### config.mk
export PLATFORM = sky130hd
export DESIGN_NAME = vscale_dmem_bridge
export DESIGN_NICKNAME = d
export VERILOG_FILES = /design/src/rtl/vscale_dmem_bridge.sv
export SDC_FILE = /design/constraint.sdc
export NUM_CORES = 1
export LEC_CHECK = 0
export ABC_AREA = 1
export BUFFER_PORTS_ARGS = -buffer_cell sky130_fd_sc_hd__buf_2
export CORE_MARGIN = 4
export CORE_UTILIZATION = 40
export CTS_CLUSTER_DIAMETER = 120
export DETAILED_ROUTE_END_ITERATION = 8
export PLACE_DENSITY = 0.71
export SYNTH_ARGS = -nofsm -noshare
export SYNTH_HDL_FRONTEND = slang
export SYNTH_SLANG_ARGS = --single-unit
### constraint.sdc
create_clock -name clk -period 2.9 [get_ports clk]
set_input_delay 0.29 -clock clk [delete_from_list [all_inputs] [get_ports clk]]
set_output_delay 0.29 -clock clk [all_outputs]
set_load 0.01 [all_outputs]
### src/rtl/vscale_dmem_bridge.sv
// vscale_dmem_bridge
//
// Sits between the core's two-phase data-memory port and a simple
// req/gnt/rvalid bus. The core presents address and control while the
// instruction is in DX and the store data one cycle later, in WB. Each
// accepted access becomes exactly one bus transaction. Load data is shifted
// and extended, then returned to the core in the cycle the response arrives.
//
// Ports
//   clk, reset          clock, asynchronous active-high reset
//   dmem_en/wen/size    core request: valid, store flag, size (bit 2 = unsigned)
//   dmem_addr           byte address of the request
//   dmem_wdata_delayed  store data, valid from the cycle after acceptance
//   dmem_rdata          formatted load data (held between completions)
//   dmem_wait           stall to the core
//   dmem_badmem_e       misaligned request or bus error response
//   bus_req/gnt         address phase handshake
//   bus_we/addr/be      write flag, word-aligned address, byte enables
//   bus_wdata           store data replicated across byte lanes
//   bus_rvalid/rdata    response phase
//   bus_err             error flag, qualified by bus_rvalid
module vscale_dmem_bridge #(
  parameter int ADDR_WIDTH = 32,
  parameter int DATA_WIDTH = 32
) (
  input  logic                  clk,
  input  logic                  reset,
  input  logic                  dmem_en,
  input  logic                  dmem_wen,
  input  logic [2:0]            dmem_size,
  input  logic [ADDR_WIDTH-1:0] dmem_addr,
  input  logic [DATA_WIDTH-1:0] dmem_wdata_delayed,
  output logic [DATA_WIDTH-1:0] dmem_rdata,
  output logic                  dmem_wait,
  output logic                  dmem_badmem_e,
  output logic                  bus_req,
  input  logic                  bus_gnt,
  output logic                  bus_we,
  output logic [ADDR_WIDTH-1:0] bus_addr,
  output logic [3:0]            bus_be,
  output logic [DATA_WIDTH-1:0] bus_wdata,
  input  logic                  bus_rvalid,
  input  logic [DATA_WIDTH-1:0] bus_rdata,
  input  logic                  bus_err
);

  typedef enum logic [1:0] {
    IDLE = 2'd0,
    REQ  = 2'd1,
    RESP = 2'd2
  } state_t;

  state_t                  state;
  state_t                  state_nxt;
  logic [ADDR_WIDTH-1:0]   addr_q;
  logic                    wen_q;
  logic [2:0]              size_q;
  logic [DATA_WIDTH-1:0]   rdata_q;

  logic                    cap_win;
  logic                    misaligned;
  logic                    capture;
  logic                    resp_done;
  logic [DATA_WIDTH-1:0]   load_val;

  function automatic logic is_misaligned(input logic [2:0] size, input logic [1:0] off);
    case (size[1:0])
      2'd0:    return 1'b0;
      2'd1:    return off[0];
      default: return off != 2'b00;
    endcase
  endfunction

  function automatic logic [3:0] byte_en(input logic [2:0] size, input logic [1:0] off);
    case (size[1:0])
      2'd0:    return 4'b0001 << off;
      2'd1:    return 4'b0011 << off;
      default: return 4'b1111;
    endcase
  endfunction

  // Replicating the store data means the slave can pick its lane purely
  // from bus_be, without looking at the low address bits.
  function automatic logic [DATA_WIDTH-1:0] lane_rep(input logic [2:0] size,
                                                     input logic [DATA_WIDTH-1:0] d);
    case (size[1:0])
      2'd0:    return {4{d[7:0]}};
      2'd1:    return {2{d[15:0]}};
      default: return d;
    endcase
  endfunction

  function automatic logic [DATA_WIDTH-1:0] load_fmt(input logic [2:0] size,
                                                     input logic [1:0] off,
                                                     input logic [DATA_WIDTH-1:0] raw);
    logic [DATA_WIDTH-1:0] sh;
    sh = raw >> {off, 3'b000};
    case (size[1:0])
      2'd0:    return {{24{~size[2] & sh[7]}}, sh[7:0]};
      2'd1:    return {{16{~size[2] & sh[15]}}, sh[15:0]};
      default: return raw;
    endcase
  endfunction

  // A new request can only be taken while idle or in the cycle the previous
  // response completes; anywhere else the core is being stalled and simply
  // holds its request. Reset closes the window so every output reads 0.
  always_comb begin
    cap_win    = ~reset & ((state == IDLE) | ((state == RESP) & bus_rvalid));
    misaligned = is_misaligned(dmem_size, dmem_addr[1:0]);
    capture    = cap_win & dmem_en & ~misaligned;
    resp_done  = (state == RESP) & bus_rvalid;
    load_val   = load_fmt(size_q, addr_q[1:0], bus_rdata);
  end

  always_comb begin
    state_nxt = state;
    case (state)
      IDLE:    if (capture) state_nxt = REQ;
      REQ:     if (bus_gnt) state_nxt = RESP;
      RESP:    if (bus_rvalid) state_nxt = capture ? REQ : IDLE;
      default: state_nxt = IDLE;
    endcase
  end

  always_comb begin
    bus_req       = 1'b0;
    bus_we        = 1'b0;
    bus_addr      = '0;
    bus_be        = 4'b0000;
    bus_wdata     = '0;
    dmem_wait     = 1'b0;
    dmem_badmem_e = (cap_win & dmem_en & misaligned) | (resp_done & bus_err);
    dmem_rdata    = resp_done ? load_val : rdata_q;
    case (state)
      REQ: begin
        bus_req   = 1'b1;
        bus_we    = wen_q;
        bus_addr  = {addr_q[ADDR_WIDTH-1:2], 2'b00};
        bus_be    = byte_en(size_q, addr_q[1:0]);
        bus_wdata = lane_rep(size_q, dmem_wdata_delayed);
        dmem_wait = 1'b1;
      end
      RESP:    dmem_wait = ~bus_rvalid;
      default: ;
    endcase
  end

  // Request capture / response register
  always_ff @(posedge clk or posedge reset) begin
    if (reset) begin
      state   <= IDLE;
      addr_q  <= '0;
      wen_q   <= 1'b0;
      size_q  <= 3'd0;
      rdata_q <= '0;
    end else begin
      state <= state_nxt;
      if (capture) begin
        addr_q <= dmem_addr;
        wen_q  <= dmem_wen;
        size_q <= dmem_size;
      end
      if (resp_done) rdata_q <= load_val;
    end
  end

endmodule
==> results.sh <==
export IMPL_cp_cell_sequence="inv_8, nand2_1, nand3_1, nand2_2, nand3_4, nand3_1, nand2_1, inv_1, buf_2"
export IMPL_synth_xor_area_share=0
export IMPL_synthMuxAreaShare=0
export IMPL_p_comb_frac=0.559
export IMPL_ys_top_cells_by_area="dfrtp_1 40%, nand2_1 23%, inv_1 6.2%, nor2_1 3.7%, nand3_1 3.5%"
export IMPL_grt_max_degree=71
export IMPL_layout_nets=947
export IMPL_synth_simple_gate_area_frac=0.378
export IMPL_vdd_ir_drop_max_mv=0.442
export IMPL_report_final_slew_viol_count=0
export IMPL_cts_buffers=9
export IMPL_placed_area_sq_um=5460
export IMPL_cpLargestDelayFamily="simple AND/OR/NAND/NOR gates"
export IMPL_area_growth_syn_to_layout_pct=28.6
export IMPL_hold_viol=0
export IMPL_max_cap_violations=0
export IMPL_worst_setup_path_start_kind="flop"
export IMPL_pin_count=210
export IMPL_hpwl_um=10200
export IMPL_ys_top_cells_by_count="270 x nand2_1, 73 x inv_1, 70 x dfrtp_1"
export IMPL_total_switching_power_uw=2780
export IMPL_clkPwrFrac=0.140
export IMPL_total_leakage_power_uw=0.00355
export IMPL_fin_crit_sh=0.896
export IMPL_cts_setup_buffers=0
export IMPL_dp_cells=966
export IMPL_fmax_mhz=385
export IMPL_vias=4623
export IMPL_drt_iter0_drc=390
export IMPL_cts_resized=0
export IMPL_detail_route_antenna_nets=0
export IMPL_wl_per_cell_um=13.8
export IMPL_clk_pin_slew_worst_paths_ns=0.08
export IMPL_finalNonFillerCells=983
export IMPL_core_sq_um=10800
export IMPL_netlist_area_sq_um=4400
export IMPL_fp_dieArea_sq_um=12800
export IMPL_antenna_found_initial=1
export IMPL_critPathArrivalTime_ns=2.31
export IMPL_rsz0062_at_grt="no"
export IMPL_crit_required_ns=2.61
export IMPL_yosys_area_top_type="dfrtp_1"
export IMPL_grt_ovfl_total=0
export IMPL_drc=0
export IMPL_crit_slowest_cell="dfrtp_1"
export IMPL_sw_frac_of_total=0.474
export IMPL_internal_power_uw=3090
export IMPL_crit_cells=9
export IMPL_fin_skew_ns=0.00741
export IMPL_rr_worst_depth=12
export IMPL_holdBufCountCts=0
export IMPL_cts_root_buf="clkbuf_8"
export IMPL_p_total_uw=5870
export IMPL_fin_crit_ns=2.60
export IMPL_power_frac_seq=0.301
export IMPL_whs_path_depth=3
export IMPL_syn_inst=647
export IMPL_grt_pass1_wl_um=22300
export IMPL_endpoint_kind="primary output"
export IMPL_htreeDepth=3
export IMPL_fillers=1136
export IMPL_maxSlewHeadroom=0.413
export IMPL_ys_seq_elements=70
export IMPL_cts_tree="done"
export IMPL_synth_compound_area_share=0.0923
export IMPL_synth_edf_count=0
export IMPL_row_count=38
export IMPL_synth_most_common_cell="nand2_1"
export IMPL_tightestPinTransition_ns=0.880
export IMPL_cts_sinks=70
export IMPL_avgSynthCellArea_sq_um=6.81
export IMPL_die_w_um=113
export IMPL_setup_slack_ns=0.303
export IMPL_crit_buf_inv=3
export IMPL_grt_usage=0.214
export IMPL_synthAdderAreaFrac=0.0114
export IMPL_routed_wl_um=13600
export IMPL_status="finished clean"
export IMPL_yosys_area_top_type_share=0.398
export IMPL_yosysSeqAreaShare=0.398
export IMPL_slowest_delay_ns=0.77
export IMPL_power_density_nw_per_um2=1040
export IMPL_ys_async_sr_fraction=1.00
export IMPL_dr_pass1_iters=7
export IMPL_ys_warn_count=0
export IMPL_ys_flop_type="dfrtp_1"
export IMPL_setup_violations=0
export IMPL_final_area_sq_um=5670
export IMPL_gp_congestion=0.923
export IMPL_crit_type="reg -> out"
export IMPL_place_ws_ns=0.679
export IMPL_clk_path_buf_depth=2
export IMPL_clk_latency_ns=0.35
export IMPL_synth_distinct_cells=33
export IMPL_die_h_um=113
export IMPL_drive_gt1_frac=0.325
export IMPL_initial_utilization=0.408
export IMPL_synth_top_family_by_area="simple AND/OR/NAND/NOR gates"
export IMPL_port_buffers=207
export IMPL_viasPerCell=4.70
export IMPL_grt_pass1_vias=4419
export IMPL_path_max_fanout=24
export IMPL_hold_class="in -> reg"
export IMPL_tns_ns=0
==> power groups by stage <==
stage	Combinational [uW]	Sequential (uW)	Clock, uW
after global routing	3720	1830	896
final	3280	1770	825
after floorplan	2390	1630	0
after global placement	3280	1770	0
after detailed placement	3320	1770	0
after CTS	3330	1760	851
==> worst paths after layout <==
path,startpoint,end,slack (ns)
min in group asynchronous,reset,rdata_q[7],0.26
max in group asynchronous,reset,rdata_q[2],2.08
worst min register to register,addr_q[13],addr_q[13],0.47
worst max register to register,state[0],state[0],0.79
worst min-delay path,dmem_addr[2],addr_q[2],0.12
worst max-delay path,addr_q[0],dmem_rdata[12],0.30
==> worst register-to-register path, stage by stage (launching register included) <==
cell	delay, ns
dfrtp_1	0.40
inv_1	0.08
ha_1	0.23
nand2_1	0.10
buf_4	0.21
nand2_1	0.10
nand3_1	0.12
nor2_4	0.05
inv_2	0.40
nand2_1	0.14
nand2_1	0.11
nand2_1	0.05
nand2_1	0.06
==> layout make-up <==
type | instances | area [sq um] | share of cell area
multi-input cells | 463 | 2130 | 0.377
flip-flops and latches | 70 | 1750 | 0.309
repair buffers | 214 | 1090 | 0.192
inverters | 79 | 307 | 0.0541
well taps | 140 | 175 | 0.0309
clock buffers | 10 | 138 | 0.0243
clock inverters | 6 | 68.8 | 0.0121
diodes | 1 | 2.50 | 0.000442
==> cell families after synthesis <==
family | count (synthesis)
AO/OA/AOI/OAI | 72
buffers and inverters | 115
adder cells (fa/ha/maj) | 4
AND/OR/NAND/NOR | 385
other | 1
flip-flops | 70
==> state kept, by name, indices dropped and copies added, names as in the netlist <==
| name | flops |
|---|---|
| rdata_q | 32 |
| addr_q | 32 |
| state | 2 |
| wen_q | 1 |
| size_q | 3 |
==> routing by layer <==
| metal | wire, um | GRT usage |
|---|---|---|
| met1 | 5970 | 0.298 |
| met2 | 6330 | 0.333 |
| met3 | 1100 | 0.0594 |
| met4 | 203 | 0.0505 |
| met5 | 7 | 0 |
==> metrics by stage <==
stage | hold WS [ns] | util
floorplan | 0.407 | -
global placement | 0.456 | 0.506
detailed placement | 0.460 | 0.506
CTS | 0.107 | 0.525
global route | 0.113 | 0.525
finish | 0.124 | 0.525
==> cell usage in the layout (no fill, tap or decap), drive strengths merged <==
| master | synthesis | final |
|---|---|---|
| nand2 | 272 | 272 |
| buf | 24 | 214 |
| inv | 79 | 80 |
| dfrtp | 70 | 70 |
| nor2 | 47 | 47 |
| nand3 | 43 | 43 |
| o21ai | 30 | 30 |
| a21oi | 23 | 23 |
| or2 | 20 | 20 |
| clkbuf | 12 | 10 |
| o22ai | 9 | 9 |
| o211ai | 7 | 7 |
| ha | 4 | 4 |
| clkinv | 0 | 3 |
| nor3 | 2 | 2 |
| conb | 1 | 2 |
| diode | 0 | 1 |
| o21a | 1 | 1 |
| a31oi | 1 | 1 |
| nand4 | 1 | 1 |
| o2111ai | 1 | 1 |
| clkinvlp | 0 | 1 |
| bufinv | 0 | 1 |
(Power assumes the default switching activity.)
